`src/rtl/seq_div8.sv`:
```
// -----------------------------------------------------------------------------
// seq_div8 -- multi-cycle unsigned restoring divider for the ALU.
//
// Each cycle in CALC resolves one quotient bit. The remainder is shifted left,
// taking in the next dividend bit, and the divisor is trial-subtracted from it.
// If the subtraction does not borrow, its result is kept. Otherwise the shifted
// remainder is kept unchanged (the "restore" step).
//
// Ports
//   clk          rising-edge clock
//   reset        synchronous, active-high reset (returns to IDLE from any state)
//   start        request; sampled only while IDLE
//   dividend     numerator, captured on an accepted start
//   divisor      denominator, captured on an accepted start
//   quotient     result; valid from done until the next result completes
//   remainder    result; valid from done until the next result completes
//   busy         high while iterating (CALC)
//   done         one-cycle completion pulse
//   div_by_zero  set together with done when the captured divisor was zero
//
// Every output is a flop. None of them has a combinational path from an input.
// -----------------------------------------------------------------------------
module seq_div8 #(
    parameter int WIDTH = 8
) (
    input  logic             clk,
    input  logic             reset,
    input  logic             start,
    input  logic [WIDTH-1:0] dividend,
    input  logic [WIDTH-1:0] divisor,
    output logic [WIDTH-1:0] quotient,
    output logic [WIDTH-1:0] remainder,
    output logic             busy,
    output logic             done,
    output logic             div_by_zero
);

    localparam int CNT_W = (WIDTH > 2) ? $clog2(WIDTH) : 1;
    localparam logic [CNT_W-1:0] LAST_ITER = CNT_W'(WIDTH - 1);

    typedef enum logic [1:0] {
        S_IDLE = 2'd0,
        S_CALC = 2'd1,
        S_DONE = 2'd2
    } state_t;

    state_t           state_reg, state_next;
    logic [WIDTH-1:0] q_work_reg;     // dividend bits shift out, quotient bits shift in
    logic [WIDTH-1:0] r_work_reg;     // partial remainder accumulator
    logic [WIDTH-1:0] divisor_reg;
    logic [CNT_W-1:0] count_reg;
    logic [WIDTH-1:0] quotient_reg, remainder_reg;
    logic             busy_reg, done_reg, div_by_zero_reg;
    logic             busy_next, done_next;

    // One restoring-division step
    logic [WIDTH-1:0] r_shift;
    logic [WIDTH:0]   trial;
    logic [WIDTH-1:0] q_iter, r_iter;

    always_comb begin
        r_shift = {r_work_reg[WIDTH-2:0], q_work_reg[WIDTH-1]};
        trial   = {1'b0, r_shift} - {1'b0, divisor_reg};
        if (!trial[WIDTH]) begin
            // No borrow: the divisor fits, so keep the difference and emit a 1.
            r_iter = trial[WIDTH-1:0];
            q_iter = {q_work_reg[WIDTH-2:0], 1'b1};
        end else begin
            r_iter = r_shift;
            q_iter = {q_work_reg[WIDTH-2:0], 1'b0};
        end
    end

    // State register
    always_ff @(posedge clk) begin
        if (reset) begin
            state_reg <= S_IDLE;
        end else begin
            state_reg <= state_next;
        end
    end

    // Next-state logic
    always_comb begin
        state_next = state_reg;
        case (state_reg)
            S_IDLE: begin
                if (start) begin
                    state_next = (divisor == '0) ? S_DONE : S_CALC;
                end
            end
            S_CALC: begin
                if (count_reg == LAST_ITER) begin
                    state_next = S_DONE;
                end
            end
            S_DONE:  state_next = S_IDLE;
            default: state_next = S_IDLE;
        endcase
    end

    // Output logic. busy and done are decoded from the next state and then
    // registered, so that they line up with the state they describe.
    always_comb begin
        busy_next = (state_next == S_CALC);
        done_next = (state_next == S_DONE);
    end

    always_ff @(posedge clk) begin
        if (reset) begin
            busy_reg <= 1'b0;
            done_reg <= 1'b0;
        end else begin
            busy_reg <= busy_next;
            done_reg <= done_next;
        end
    end

    // Datapath. The visible results change only when a division completes.
    // The working registers are separate so that those results hold through IDLE.
    always_ff @(posedge clk) begin
        if (reset) begin
            q_work_reg      <= '0;
            r_work_reg      <= '0;
            divisor_reg     <= '0;
            count_reg       <= '0;
            quotient_reg    <= '0;
            remainder_reg   <= '0;
            div_by_zero_reg <= 1'b0;
        end else begin
            case (state_reg)
                S_IDLE: begin
                    if (start) begin
                        if (divisor != '0) begin
                            q_work_reg      <= dividend;
                            r_work_reg      <= '0;
                            divisor_reg     <= divisor;
                            count_reg       <= '0;
                            div_by_zero_reg <= 1'b0;
                        end else begin
                            quotient_reg    <= '1;
                            remainder_reg   <= dividend;
                            div_by_zero_reg <= 1'b1;
                        end
                    end
                end
                S_CALC: begin
                    q_work_reg <= q_iter;
                    r_work_reg <= r_iter;
                    count_reg  <= count_reg + 1'b1;
                    if (count_reg == LAST_ITER) begin
                        quotient_reg  <= q_iter;
                        remainder_reg <= r_iter;
                    end
                end
                default: ;
            endcase
        end
    end

    assign quotient    = quotient_reg;
    assign remainder   = remainder_reg;
    assign busy        = busy_reg;
    assign done        = done_reg;
    assign div_by_zero = div_by_zero_reg;

endmodule

```
`config.mk`:
```
export PLATFORM = sky130hd
export DESIGN_NAME = seq_div8
export DESIGN_NICKNAME = d
export VERILOG_FILES = /design/src/rtl/seq_div8.sv
export SDC_FILE = /design/constraint.sdc
export NUM_CORES = 1
export LEC_CHECK = 0
export CORE_UTILIZATION = 50
export DETAILED_ROUTE_END_ITERATION = 8
export PLACE_DENSITY = 0.88
export SETUP_SLACK_MARGIN = 0.15
export SLEW_MARGIN = 20
export SYNTH_ARGS = -nofsm -noshare
export SYNTH_HDL_FRONTEND = slang
export SYNTH_SLANG_ARGS = --single-unit
```
`constraint.sdc`:
```
create_clock -name clk -period 4.9 [get_ports clk]
set_input_delay 0.98 -clock clk [delete_from_list [all_inputs] [get_ports clk]]
set_output_delay 0.98 -clock clk [all_outputs]
set_load 0.005 [all_outputs]
```
==> metrics.txt, run 1 <==
Core ar.=4350 µm²; clock period minus final worst setup slack=2.82 ns; TritonCTS clock tree=done; CTS Sinks=47; met2 WL=2.51 mm; Crit path required time=5.09 ns; Port Buffers=37; post-synthesis simple-gate area fraction=18.2%; # setup viols final=0; PD cells=330 nW/µm²; total power=0.903 mW; critical path type=input port to flip-flop; fmax=0.354 GHz; Pleak=1.03 nW; Post-synth EDFFs=0; Iter 0 DRT Violations=157; Vias per Instance=5.88; syn_area_per_cell=8.32 µm²; commonest non-fill, non-tap cells in the layout=54 x nor2_1, 47 x dfxtp_1, 37 x clkdlybuf4s50_1, 25 x nand2_1, 22 x a21oi_1; Hold/Removal Path Class=flip-flop to flip-flop; Detail Placement HPWL=3.69 mm; Post-CTS Setup Inserts=0; CTS buffer count=5; antenna viol nets, final=0; share of cells above drive strength 1=4.32%; drt pass-1 iters=4; Synth Area in XOR/XNOR=0.774%; largest net degree at the start of global routing=35; IO Count=38; fin. max-slew vios=0; Hold Buf Count CTS=0; max_slew headroom=43.9%; Synth Area in Adders=6.41%; Clk Latency, worst-skew pair=0.30 ns; drt drc=0; status=finished clean; final hold viol count=0; clock slew at reported path FFs=0.08 ns; Resized Gates After CTS=0; crit start category=input port; GP Congestion=0.853; initial antenna violation count=0; total global routing overflow=0; unrepaired setup endpoints after global routing=no; die footprint=4800 µm²; cell count after synthesis=272; setup TNS=0 ns; Detailed Route WL=5.25 mm; wire length on met3=296 µm; most common cell after layout, fill and taps aside=nor2_1; Synth async-reset ratio=0%; top sig layer=met4; period utilisation layout=57.6%; GRT Util Overall=23.0%; vias in the first global route=1,955; CP max FO=25; Clock Tree Root=clkbuf_8; Main synth FF type=dfxtp_1; H-tree depth=2; Syn-to-layout area delta=21.1%; Mapped Area=2260 µm²; Worst-Margin Slew=0.839 ns; mux contribution to synthesized area=0.884%; Synth Area in Compound Gates=27.1%; Synth Net Count=302; chip height=69.3 µm; flops & latches, synth=47; Final nets=331; CP arrival=3.02 ns; metal1 wirelength=2.40 mm; Ant. Diodes=0; row count=24; DIE WIDTH=69.3 µm; sequential-to-total area share from yosys stat=41.6%; drt wl/cell=14.9 µm; Max Clock Skew=0.00904 ns; DR vias=2,075; Initial Utilization=52.0%; Max IR drop VDD=0.222 mV; Clock Path Buffers=2; Worst Setup End Kind=flip-flop; first-pass GRT wire length=8.99 mm; Yosys cell types=42; largest family of logic cells by synthesized area=compound AO/OA/AOI/OAI gates; Synthesis Warnings=0; Max Cap Violations=0
## layout make-up
type	instances	area, µm²
Fill cell	367	1610
Multi-Input combinational cell	198	1210
Sequential cell	47	941
Timing Repair Buffer	39	385
Clock buffer	6	72.6
Tap cell	52	65.1
Inverter	10	37.5
Clock inverter	1	30.0
## synthesized netlist by cell type (2+ instances only)
master	n	area, µm²
nor2_1	54	203
mux2i_1	2	20.0
o221ai_1	6	52.6
a22oi_1	3	22.5
dfxtp_1	47	941
buf_1	2	7.51
nor2b_1	5	31.3
a21oi_1	22	110
ha_1	10	125
clkbuf_1	9	33.8
and2_1	2	12.5
o2bb2ai_1	6	52.6
buf_2	5	25.0
inv_1	9	33.8
nand2_1	25	93.8
o21a_1	4	30.0
o21ai_0	10	50.1
nor4_1	2	12.5
o31a_1	3	26.3
a211oi_1	11	82.6
a311oi_1	8	70.1
a21o_1	2	15.0
nor3_1	5	25.0
nand2b_1	2	12.5
## stage by stage
step | hold WS [ns] | std cells | cell area [µm²] | util, % | setup slack, ns
2_1_floorplan | 0.444 | 272 | 2260 | - | 2.66
3_3_place_gp | 0.453 | 346 | 2640 | 60.5 | 1.86
3_5_place_dp | 0.454 | 346 | 2640 | 60.5 | 1.80
4_1_cts | 0.472 | 353 | 2740 | 62.9 | 2.07
5_1_grt | 0.506 | 353 | 2740 | 63.0 | 1.84
6_report | 0.474 | 353 | 2740 | 63.0 | 2.08
## worst max-delay path, stage by stage
cell and delay [ns]:
clkdlybuf4s50_1 0.43, nor4_1 0.37, and2_1 0.31, o21a_2 0.45, o21ai_1 0.14, o41ai_1 0.33
## power by group
part           switching (mW)  internal (mW)
combinational           0.113         0.0940
sequential             0.0166          0.406
clock                   0.124          0.150
## logic make-up after synthesis
| family | count (synthesis) |
|---|---|
| XOR/XNOR | 2 |
| flip-flops | 47 |
| AO/OA/AOI/OAI | 85 |
| buffers and inverters | 27 |
| AND/OR/NAND/NOR | 98 |
| multiplexers | 2 |
| adder cells (fa/ha/maj) | 11 |
## per-layer routing
layer	vias up	GRT usage [%]
li1	1027	-
met1	973	29.1
met2	70	39.2
met3	5	4.36
met4	0	7.48
met5	-	0
## final timing paths
kind | startpoint | end | slack [ns] | depth (start not counted)
setup / recovery | divisor[3] | remainder[7]$_SDFFE_PP0P_ | 2.08 | 6
hold / removal | div_by_zero$_SDFFE_PP0P_ | div_by_zero$_SDFFE_PP0P_ | 0.47 | 2
setup reg to reg | divisor_reg[0]$_SDFFE_PP0P_ | remainder[7]$_SDFFE_PP0P_ | 2.17 | 9
hold reg to reg | div_by_zero$_SDFFE_PP0P_ | div_by_zero$_SDFFE_PP0P_ | 0.47 | 2
(Power assumes the default switching activity.)
==> run 2: changes to the inputs <==
==> constraint.sdc (replaced) <==
create_clock -name clk -period 2.6 [get_ports clk]
set_input_delay 0.52 -clock clk [delete_from_list [all_inputs] [get_ports clk]]
set_output_delay 0.52 -clock clk [all_outputs]
set_load 0.005 [all_outputs]
==> metrics.txt, run 2 (same netlist as run 1, synthesis figures left out) <==
CTS Sinks=47 (unchanged); Pleak=1.07 nW (+3.6%); CP arrival=2.47 ns (-0.55 ns); largest net degree at the start of global routing=35 (unchanged); clock power share=27.8% (-2.5 points); Max IR drop VDD=0.357 mV (+61%); Int Pwr=1.21 mW (+87%); CTS buffer count=5 (unchanged); chip height=69.3 µm (unchanged); period utilisation layout=88.6%; Clk Latency, worst-skew pair=0.30 ns (about the same); Sw Share=28.8% (+0.74 points); final hold viol count=0 (unchanged); fin. max-slew vios=0 (unchanged); Hold Path Depth=2 (unchanged); Seq pwr share=46.8% (about the same); Initial Utilization=52.0% (unchanged); row count=24 (unchanged); total global routing overflow=0 (unchanged); GP Congestion=0.889 (+4.2%); setup TNS=0 ns (unchanged); Max Cap Violations=0 (unchanged); TritonCTS clock tree=done; CP max FO=7 (-72%); die footprint=4800 µm² (unchanged); drt pass-1 iters=4 (unchanged); Ant. Diodes=0 (unchanged); Multi-input gate area=1220 µm² (+0.72%); Port Buffers=37 (unchanged); clock slew at reported path FFs=0.08 ns (about the same); most common cell after layout, fill and taps aside=nor2_1; Core ar.=4350 µm² (unchanged); share of cells above drive strength 1=7.44% (+3.1 points); # setup viols final=0 (unchanged); first-pass GRT wire length=8.83 mm (-1.8%); Vias per Instance=5.69 (-3.2%); hold endpoint=div_by_zero$_SDFFE_PP0P_; H-tree depth=2 (unchanged); Final WS setup=0.296 ns (-1.78 ns); PD cells=605 nW/µm² (+84%); Worst Setup End Kind=flip-flop; post-placement setup slack=0.0860 ns (-1.72 ns); clock period minus final worst setup slack=2.30 ns; Hold Slack=0.477 ns (+0.00340 ns); Worst R2R Start=q_work_reg[7]$_SDFFE_PP0P_; worst reg2reg endpoint=remainder[4]$_SDFFE_PP0P_; GRT Util Overall=22.8% (-0.15 points); critical path type=flip-flop to flip-flop; drt drc=0 (unchanged); Clock Tree Root=clkbuf_8; Hold/Removal Path Class=flip-flop to flip-flop; IO Count=38 (unchanged); r2r setup slk=0.30 ns (-1.87 ns); hold path startpoint=div_by_zero$_SDFFE_PP0P_; unrepaired setup endpoints after global routing=no; Logic pwr share=25.4% (+2.5 points); Max Clock Skew=0.00497 ns (-0.00407 ns); fmax=0.434 GHz; status=finished clean; Reg2Reg Depth=10 (+1); DIE WIDTH=69.3 µm (unchanged); max_slew headroom=61.7% (+18 points); Syn-to-layout area delta=24.3%; initial antenna violation count=0 (unchanged); DR vias=2,054 (-1.0%); utilization after layout=64.6% (+1.7 points); Switch Pwr=0.490 mW (+93%); Worst-Margin Slew=0.574 ns (-0.265 ns); commonest non-fill, non-tap cells in the layout=53 x nor2_1, 47 x dfxtp_1, 37 x clkdlybuf4s50_1, 25 x nand2_1, 22 x a21oi_1; Crit path required time=2.77 ns (-2.32 ns); Detail Placement HPWL=3.78 mm (+2.3%); antenna viol nets, final=0 (unchanged); Detailed Route WL=5.31 mm (+1.1%); flip-flop and latch area=941 µm² (unchanged); Final nets=338 (+2.1%); drt wl/cell=14.7 µm (-1.1%); crit start category=flip-flop; Filler cells=373 (+1.6%); vias in the first global route=1,939 (-0.82%); Clock Path Buffers=2 (unchanged); Iter 0 DRT Violations=166 (+5.7%)
run 2: per-stage QoR:
step	instances	area, µm²	power [mW]
2_1_floorplan	272	2260	1.08
3_3_place_gp	351	2690	1.20
3_5_place_dp	351	2690	1.21
4_1_cts	359	2790	1.69
5_1_grt	361	2810	1.78
6_report	361	2810	1.70
run 2: metal layers:
metal | GRT usage (%) | part of all wire (%) | vias up
li1 | - | - | 1039
met1 | 30.4 | 44 | 932
met2 | 36.0 | 47 | 76
met3 | 6.40 | 7.4 | 7
met4 | 6.58 | 1.3 | 0
met5 | 0 | 0 | -
run 2: timing repair:
action	4_1_cts	5_1_grt
setup buffers	0	1
gates resized for setup	0	4
hold buffers	0	0
endpoints found under the setup margin	0	13
endpoints found under the hold margin	0	0
run 2: power by group through the flow:
stage	Clock (mW)	Combinational, mW	Sequential [mW]
after floorplan	0	0.276	0.806
after global placement	0	0.389	0.811
after detailed placement	0	0.399	0.812
after CTS	0.486	0.404	0.796
after global routing	0.509	0.473	0.802
final	0.473	0.433	0.796
run 2: cell type report:
| class | instances | share of cell area, % |
|---|---|---|
| tap | 52 | 2.31 |
| sequential | 47 | 33.4 |
| timing repair buffer | 46 | 16.1 |
| multi-input combinational | 198 | 43.3 |
| clock buffer | 8 | 3.56 |
| inverter | 10 | 1.33 |
run 2: worst max-delay path: stages (launching register included):
cell and delay (ns):
dfxtp_1 0.33, inv_1 0.06, ha_1 0.16, inv_1 0.05, fa_2 0.37, a211oi_2 0.18
nor2_1 0.11, o41ai_4 0.35, buf_2 0.26, o31a_1 0.21, a21oi_1 0.10
run 2: worst max-delay path by stage:
stage                               start                          to  cells past startpoint
6_report       q_work_reg[7]$_SDFFE_PP0P_   remainder[4]$_SDFFE_PP0P_                     10
3_5_place_dp                   divisor[3]  r_work_reg[3]$_SDFFE_PP0P_                      7
3_3_place_gp                   divisor[3]  r_work_reg[5]$_SDFFE_PP0P_                      7
4_1_cts        q_work_reg[7]$_SDFFE_PP0P_   remainder[3]$_SDFFE_PP0P_                     11
5_1_grt        q_work_reg[7]$_SDFFE_PP0P_   remainder[2]$_SDFFE_PP0P_                     11
2_1_floorplan  q_work_reg[7]$_SDFFE_PP0P_   remainder[1]$_SDFFE_PP0P_                     10
